File: config.mk
export PLATFORM = sky130hd
export DESIGN_NAME = led_fade_driver
export DESIGN_NICKNAME = d
export VERILOG_FILES = /design/src/rtl/led_fade_driver.sv
export SDC_FILE = /design/constraint.sdc
export NUM_CORES = 1
export LEC_CHECK = 0
export ABC_CLOCK_PERIOD_IN_PS = 3750
export BUFFER_PORTS_ARGS = -buffer_cell sky130_fd_sc_hd__buf_2
export CAP_MARGIN = 20
export CORE_UTILIZATION = 40
export CTS_CLUSTER_SIZE = 10
export DETAILED_ROUTE_END_ITERATION = 8
export PLACE_DENSITY = 0.59
export SKIP_LAST_GASP = 1
export SYNTH_ARGS = -nofsm -noshare
export SYNTH_HDL_FRONTEND = slang
export SYNTH_SLANG_ARGS = --single-unit
File: constraint.sdc
create_clock -name clk -period 3.75 [get_ports clk]
set_input_delay 0.5625 -clock clk [delete_from_list [all_inputs] [get_ports clk]]
set_output_delay 0.5625 -clock clk [all_outputs]
set_load 0.01 [all_outputs]
File: src/rtl/led_fade_driver.sv
// LED fade driver: per-LED PWM output stage with a decaying "trail" glow.
// A set pattern bit lights its LED at full level immediately; a cleared bit
// fades the level down by FADE_STEP every FADE_DIV cycles until it reaches 0.
// Optional build macro LED_GAMMA_EN: duty = (level*level) >> PWM_BITS instead
// of duty = level.
module led_fade_driver #(
  parameter int unsigned NUM_LEDS  = 4,
  parameter int unsigned PWM_BITS  = 8,
  parameter int unsigned FADE_DIV  = 46875,
  parameter int unsigned FADE_STEP = 16
) (
  input  logic                clk,
  input  logic                rst,
  input  logic                ready,
  input  logic [NUM_LEDS-1:0] pattern,
  output logic [NUM_LEDS-1:0] leds,
  output logic                status_led,
  output logic                fade_tick
);

  localparam int unsigned PWM_W  = PWM_BITS;
  localparam int unsigned FADE_W = (FADE_DIV > 1) ? $clog2(FADE_DIV) : 1;

  localparam logic [PWM_W-1:0]  PWM_MAX   = '1;
  localparam logic [FADE_W-1:0] FADE_LAST = FADE_W'(FADE_DIV - 1);
  localparam logic [PWM_W-1:0]  STEP      = PWM_W'(FADE_STEP);

  logic [PWM_W-1:0]                 pwm_cnt;
  logic [FADE_W-1:0]                fade_cnt;
  logic                             fade_term_c;
  logic                             pwm_wrap_c;
  logic [NUM_LEDS-1:0][PWM_W-1:0]   level_q;
  logic [NUM_LEDS-1:0][PWM_W-1:0]   level_nxt_c;
  logic [NUM_LEDS-1:0][PWM_W-1:0]   duty_q;
  logic [NUM_LEDS-1:0][PWM_W-1:0]   duty_load_c;
  logic [NUM_LEDS-1:0]              leds_nxt_c;

  // Terminal counts: decay strobe and PWM period wrap
  always_comb begin
    fade_term_c = (fade_cnt == FADE_LAST);
    pwm_wrap_c  = (pwm_cnt == PWM_MAX);
  end

  // Free-running PWM phase and decay-interval counters; fade_tick follows the strobe
  always_ff @(posedge clk) begin
    if (rst) begin
      pwm_cnt   <= '0;
      fade_cnt  <= '0;
      fade_tick <= 1'b0;
    end else begin
      pwm_cnt   <= pwm_cnt + PWM_W'(1);
      fade_cnt  <= fade_term_c ? '0 : fade_cnt + FADE_W'(1);
      fade_tick <= fade_term_c;
    end
  end

  // Next brightness level: not-ready clears, pattern sets max, strobe decays with floor at 0
  always_comb begin
    level_nxt_c = level_q;
    for (int i = 0; i < int'(NUM_LEDS); i++) begin
      if (!ready) begin
        level_nxt_c[i] = '0;
      end else if (pattern[i]) begin
        level_nxt_c[i] = PWM_MAX;
      end else if (fade_term_c) begin
        if (32'(level_q[i]) > FADE_STEP) begin
          level_nxt_c[i] = level_q[i] - STEP;
        end else begin
          level_nxt_c[i] = '0;
        end
      end
    end
  end

`ifdef LED_GAMMA_EN
  logic [NUM_LEDS-1:0][2*PWM_W-1:0] sq_c;

  // Gamma-corrected duty: square of the level, truncated to the upper half
  always_comb begin
    sq_c        = '0;
    duty_load_c = '0;
    for (int i = 0; i < int'(NUM_LEDS); i++) begin
      sq_c[i]        = (2*PWM_W)'(level_q[i]) * (2*PWM_W)'(level_q[i]);
      duty_load_c[i] = PWM_W'(sq_c[i] >> PWM_W);
    end
  end
`else
  // Linear duty: level is used directly
  always_comb begin
    duty_load_c = level_q;
  end
`endif

  // Level register, and duty latched only at the period wrap so each period is glitch-free
  always_ff @(posedge clk) begin
    if (rst) begin
      level_q <= '0;
      duty_q  <= '0;
    end else begin
      level_q <= level_nxt_c;
      if (!ready) begin
        duty_q <= '0;
      end else if (pwm_wrap_c) begin
        duty_q <= duty_load_c;
      end
    end
  end

  // PWM compare, gated by ready so a ready drop blanks the pins on the next edge
  always_comb begin
    leds_nxt_c = '0;
    for (int i = 0; i < int'(NUM_LEDS); i++) begin
      leds_nxt_c[i] = ready && (pwm_cnt < duty_q[i]);
    end
  end

  // Registered pin drive and "not ready" indicator
  always_ff @(posedge clk) begin
    if (rst) begin
      leds       <= '0;
      status_led <= 1'b1;
    end else begin
      leds       <= leds_nxt_c;
      status_led <= ~ready;
    end
  end

endmodule

==> results of run 1 <==
[cells in the mapped netlist (all sizes together)]
cell type / count
dfxtp: 70
ha: 39
o21ai: 38
inv: 36
a21oi: 35
nor2: 30
nand2: 26
clkbuf: 16
nand3: 16
a31oi: 13
xor2: 13
nor2b: 9
nand2b: 8
nand4: 8
a211oi: 6
a311oi: 6
a21o: 5
and3: 5
and4: 5
xnor2: 5
nor3: 4
o31ai: 4
a2111o: 3
buf: 3
nor4: 3
or4b: 3
a41o: 2
nand4b: 2
o41ai: 2
or3: 2
and2: 1
nor3b: 1
o21a: 1
or2: 1
or4: 1
or4bb: 1
[report_power, final]
part	leakage (nW)	total [mW]	internal, mW	switching, mW
combinational	0.791	0.100	0.0434	0.0570
sequential	0.569	0.786	0.762	0.0236
clock	0.102	0.589	0.317	0.272
total	1.46	1.47	1.12	0.352
[metrics by stage]
stage / instances / power (mW)
after floorplan: 423 / 0.870
after global placement: 527 / 0.901
after detailed placement: 527 / 0.903
after CTS: 542 / 1.49
after global routing: 542 / 1.55
final: 542 / 1.47
[metal layers]
metal	global-route usage	up-vias	share of wire
met5	0	-	0
met4	0.0620	0	0.0079
met3	0.0338	6	0.037
met2	0.243	48	0.42
met1	0.237	1395	0.53
li1	-	1526	-
[logic make-up after synthesis]
family / after synthesis
and+or+nand+nor: 126
buffers and inverters: 55
DFF: 70
adders and majority gates: 39
AOI/OAI and AO/OA: 115
xor gates and xnor gates: 18
[registers in the layout (all words and copies together) (netlist names)]
register     flops
duty_load_c     20
duty_q          20
fade_cnt        16
pwm_cnt          8
leds             4
fade_tick        1
status_led       1
[layout make-up]
type | instances | area (µm²)
timing repair buffer | 15 | 82.6
sequential | 70 | 1400
tap | 108 | 135
fill | 838 | 4770
multi-input combinational | 298 | 2010
clock inverter | 5 | 50.0
inverter | 36 | 135
clock buffer | 10 | 138
[critical path, cell delays in order (launching register included)]
cell     delay, ns
dfxtp_1       0.51
or4bb_1       0.49
or4_4         0.58
or4b_1        0.52
a31oi_1       0.16
[path summary, 6_finish.rpt]
| kind | from | endpoint | slack, ns | cells after the start |
|---|---|---|---|---|
| max reg2reg | fade_cnt[4] | duty_load_c[23] | 1.40 | 4 |
| min | duty_load_c[22] | duty_q[22] | 0.48 | 2 |
| max | fade_cnt[4] | duty_load_c[23] | 1.40 | 4 |
| min reg2reg | duty_load_c[22] | duty_q[22] | 0.48 | 2 |
==> flow_metrics.env, run 1 <==
export IMPL_placed_area_mm2=0.00376
export IMPL_setup_worst_path_end_class="flop"
export IMPL_worstSetupStartpointType="flop"
export IMPL_maxCapViolations=0
export IMPL_ys_warnings_count=0
export IMPL_slew_violations=0
export IMPL_yosysTopAreaCell="dfxtp_1"
export IMPL_num_io_pins=13
export IMPL_avgRoutedWirePerCell_um=13.6
export IMPL_clock_skew_ns=0.0113
export IMPL_p_per_area_mw_per_mm2=373
export IMPL_die_y_um=97.1
export IMPL_track_usage=0.165
export IMPL_synth_top_family_by_area="compound AO/OA/AOI/OAI gates"
export IMPL_h_tree_depth=3
export IMPL_gr_total_overflow=0
export IMPL_cts_hold_buffers=0
export IMPL_status="finished, final reports clean"
export IMPL_pre_cts_ws_ns=1.43
export IMPL_critical_path_class="flop to flop"
export IMPL_vias_per_cell=5.49
export IMPL_clk_pin_slew_ns=0.08
export IMPL_core_mm2=0.00872
export IMPL_min_period_ns=2.35
export IMPL_antenna_found_initial=0
export IMPL_finalHoldViolations=0
export IMPL_drive_gt1_frac=0.0783
export IMPL_cts_resized_gates=0
export IMPL_cts_sinks=70
export IMPL_synth_compound_area_frac=0.191
export IMPL_die_area_mm2=0.00943
export IMPL_grt_pass1_wl_mm=12.7
export IMPL_synthAdderAreaFrac=0.135
export IMPL_avgSynthCellArea_um2=8.56
export IMPL_required_ns=4.02
export IMPL_ys_seq_area_frac=0.387
export IMPL_clkLatencyLatePin_ns=0.34
export IMPL_fin_hold_ws_ns=0.477
export IMPL_port_buffers=12
export IMPL_rows=34
export IMPL_ys_ff_latch=70
export IMPL_cts_tree="done"
export IMPL_synthesis_nets=469
export IMPL_slew_headroom=0.342
export IMPL_cts_setup_buffers=0
export IMPL_final_common_cell="dfxtp_1"
export IMPL_crit_arrival_ns=2.62
export IMPL_drtPass1Iterations=4
export IMPL_rsz0062_at_grt="no"
export IMPL_num_vias=2975
export IMPL_setup_tns_final_ns=0
export IMPL_place_congestion=0.789
export IMPL_peakVddDrop_v=0.000211
export IMPL_setup_ws_ns=1.40
export IMPL_hold_class="flop to flop"
export IMPL_dpl_hpwl_mm=5.27
export IMPL_syn2layout_area_growth_pct=9.16
export IMPL_ant_nets=0
export IMPL_yosys_area_top_type_share=0.387
export IMPL_finalCritPeriodShare=0.626
export IMPL_clockBufferDepth=2
export IMPL_finalInstanceArea_mm2=0.00395
export IMPL_setup_viol=0
export IMPL_synth_distinct_cells=39
export IMPL_worst_path_max_fanout=11
export IMPL_syn_cell_area_mm2=0.00362
export IMPL_nets=476
export IMPL_die_w_um=97.1
export IMPL_fmax_mhz=426
export IMPL_netlist_instances=423
export IMPL_synthSimpleGateAreaFrac=0.184
export IMPL_p_leak_nw=1.46
export IMPL_grt_pass1_vias=2638
export IMPL_grt_max_degree=29
export IMPL_synth_mux_area_frac=0
export IMPL_numCtsBuffers=9
export IMPL_cts_root_buf="clkbuf_8"
export IMPL_post_route_drc_count=0
export IMPL_final_cell_mix="70 x dfxtp_1, 39 x ha_1, 38 x o21ai_0"
export IMPL_worstMarginPinSlew_ns=0.978
export IMPL_initial_core_util=0.415
export IMPL_synth_xor_area_frac=0.0436
export IMPL_drt_first_iter_violations=146
export IMPL_final_core_util=0.453
export IMPL_synth_area_leaders="dfxtp_1 39%, ha_1 13%, o21ai_0 5.3%, a21oi_1 4.8%, inv_1 3.7%"
export IMPL_antennaDiodeCount=0
export IMPL_wl_mm=7.35
Note: power is estimated with default switching activity, not from simulation.
==> run 2: changes to the inputs <==
Settings changed: ABC_CLOCK_PERIOD_IN_PS 3750 to 2240.
Clock period 3.75 ns to 2.24 ns, I/O delays scaled along.
==> run 2 against run 1 <==
  * Clock skew up 0.0039 ns
  * Utilization up 1.8 points
  * Routed wire length up 2.9%
  * Sequential power up 67%
  * Critical path depth unchanged
  * Setup slack worse by 1.3 ns
  * Global-route usage up 0.78 points
  * Combinational power up 76%
  * Sequential cell count unchanged
  * Critical path type unchanged
  * Critical endpoint is now duty_load_c[31]
  * Largest power group unchanged
  * Highest routed layer unchanged
==> flow_metrics.env, run 2 (synthesized netlist as in run 1, its figures left out) <==
export IMPL_drtPass1Iterations=4
export IMPL_die_w_um=97.1
export IMPL_drt_first_iter_violations=137
export IMPL_layout_cells_non_filler=556
export IMPL_crit_chain="or4bb_1 > or4_4 > or4b_1 > a31oi_1"
export IMPL_num_io_pins=13
export IMPL_initial_core_util=0.415
export IMPL_place_congestion=0.778
export IMPL_clkLatencyLatePin_ns=0.35
export IMPL_setup_viol=0
export IMPL_num_vias=2950
export IMPL_p_per_area_mw_per_mm2=640
export IMPL_ant_nets=0
export IMPL_finalInstanceArea_mm2=0.00411
export IMPL_crit_arrival_ns=2.46
export IMPL_register_area_mm2=0.00140
export IMPL_die_y_um=97.1
export IMPL_hold_path_depth=3
export IMPL_p_leak_nw=1.54
export IMPL_nets=489
export IMPL_cts_sinks=70
export IMPL_avgRoutedWirePerCell_um=13.6
export IMPL_cts_tree="done"
export IMPL_h_tree_depth=3
export IMPL_cts_setup_buffers=0
export IMPL_die_area_mm2=0.00943
export IMPL_worst_r2r_cell_count=4
export IMPL_maxCapViolations=0
export IMPL_r2r_start="fade_cnt[15]"
export IMPL_fillers=838
export IMPL_fmax_mhz=457
export IMPL_dp_cells=540
export IMPL_finalCritPeriodShare=0.976
export IMPL_final_cell_mix="68 x dfxtp_1, 39 x ha_1, 38 x o21ai_0"
export IMPL_grt_max_degree=24
export IMPL_vias_per_cell=5.31
export IMPL_min_period_ns=2.19
export IMPL_wl_mm=7.56
export IMPL_min_delay_start="pattern[0]"
export IMPL_multiInputGateArea_mm2=0.00202
export IMPL_clk_pin_slew_ns=0.08
export IMPL_finalHoldViolations=0
export IMPL_port_buffers=12
export IMPL_critical_path_class="flop to flop"
export IMPL_clockBufferDepth=2
export IMPL_peakVddDrop_v=0.000301
export IMPL_track_usage=0.173
export IMPL_r2r_end="duty_load_c[31]"
export IMPL_core_mm2=0.00872
export IMPL_finalPower_mw=2.63
export IMPL_status="finished, final reports clean"
export IMPL_worstSetupStartpointType="flop"
export IMPL_clock_skew_ns=0.0152
export IMPL_slew_violations=0
export IMPL_antenna_found_initial=0
export IMPL_numCtsBuffers=9
export IMPL_pre_cts_ws_ns=0.0660
export IMPL_syn2layout_area_growth_pct=13.5
export IMPL_gr_total_overflow=0
export IMPL_ff2ff_setup_slack_ns=0.05
export IMPL_required_ns=2.51
export IMPL_dpl_hpwl_mm=5.43
export IMPL_drive_gt1_frac=0.116
export IMPL_rsz0062_at_grt="yes"
export IMPL_placed_area_mm2=0.00387
export IMPL_rows=34
export IMPL_grt_pass1_wl_mm=13.3
export IMPL_setup_worst_path_end_class="flop"
export IMPL_slowest_delay_ns=0.59
export IMPL_worst_path_max_fanout=4
export IMPL_slew_headroom=0.688
export IMPL_hold_class="input port to flop"
export IMPL_post_route_drc_count=0
export IMPL_cts_root_buf="clkbuf_8"
export IMPL_setup_ws_ns=0.0531
export IMPL_cpMaxStageDelayCell="or4_4"
export IMPL_setup_tns_final_ns=0
export IMPL_antennaDiodeCount=0
export IMPL_min_to="duty_load_c[6]"
export IMPL_final_common_cell="dfxtp_1"
export IMPL_worstMarginPinSlew_ns=0.468
export IMPL_grt_pass1_vias=2700
## run 2: stage by stage
step	hold slack, ns	util
global placement	0.460	0.444
CTS	0.263	0.469
global route	0.272	0.471
detailed placement	0.464	0.444
floorplan	0.437	-
finish	0.279	0.471
## run 2: worst max-delay path by stage
stage | start | endpoint | slack (ns) | cells after the start
after floorplan | fade_cnt[4] | duty_load_c[23] | 0.03 | 6
after global placement | fade_cnt[15] | duty_load_c[31] | 0.11 | 4
after detailed placement | fade_cnt[15] | duty_load_c[31] | 0.07 | 4
after CTS | fade_cnt[15] | duty_load_c[31] | 0.05 | 4
after global routing | fade_cnt[15] | duty_load_c[31] | -0.02 | 4
final | fade_cnt[15] | duty_load_c[31] | 0.05 | 4
## run 2: layout make-up
class,count,share of cell area
clock buffer,9,0.0301
timing repair buffer,28,0.0469
multi-input combinational,298,0.493
tap,108,0.0329
inverter,36,0.0329
sequential,70,0.342
clock inverter,7,0.0231
## run 2: report_power, final
part           switching (mW)  total, mW  internal, mW
registers              0.0383       1.31          1.27
logic                  0.0979      0.176        0.0785
clock network           0.511       1.14         0.631
total                   0.647       2.63          1.98
## run 2: routing by layer
layer / vias up / GRT usage / part of all wire
li1: 1546 / - / -
met1: 1352 / 0.256 / 0.52
met2: 47 / 0.244 / 0.43
met3: 5 / 0.0446 / 0.040
met4: 0 / 0.0517 / 0.0070
met5: - / 0 / 0
## run 2: critical path, delay by kind of cell (launching register included)
family / cells / cell delay, ns
AOI/OAI and AO/OA: 1 / 0.16
DFF: 1 / 0.35
and+or+nand+nor: 3 / 1.62
## run 2: timing repair
item,4_1_cts,5_1_grt
resized for setup,0,3
hold buffers,0,0
endpoints found under the setup margin,0,3
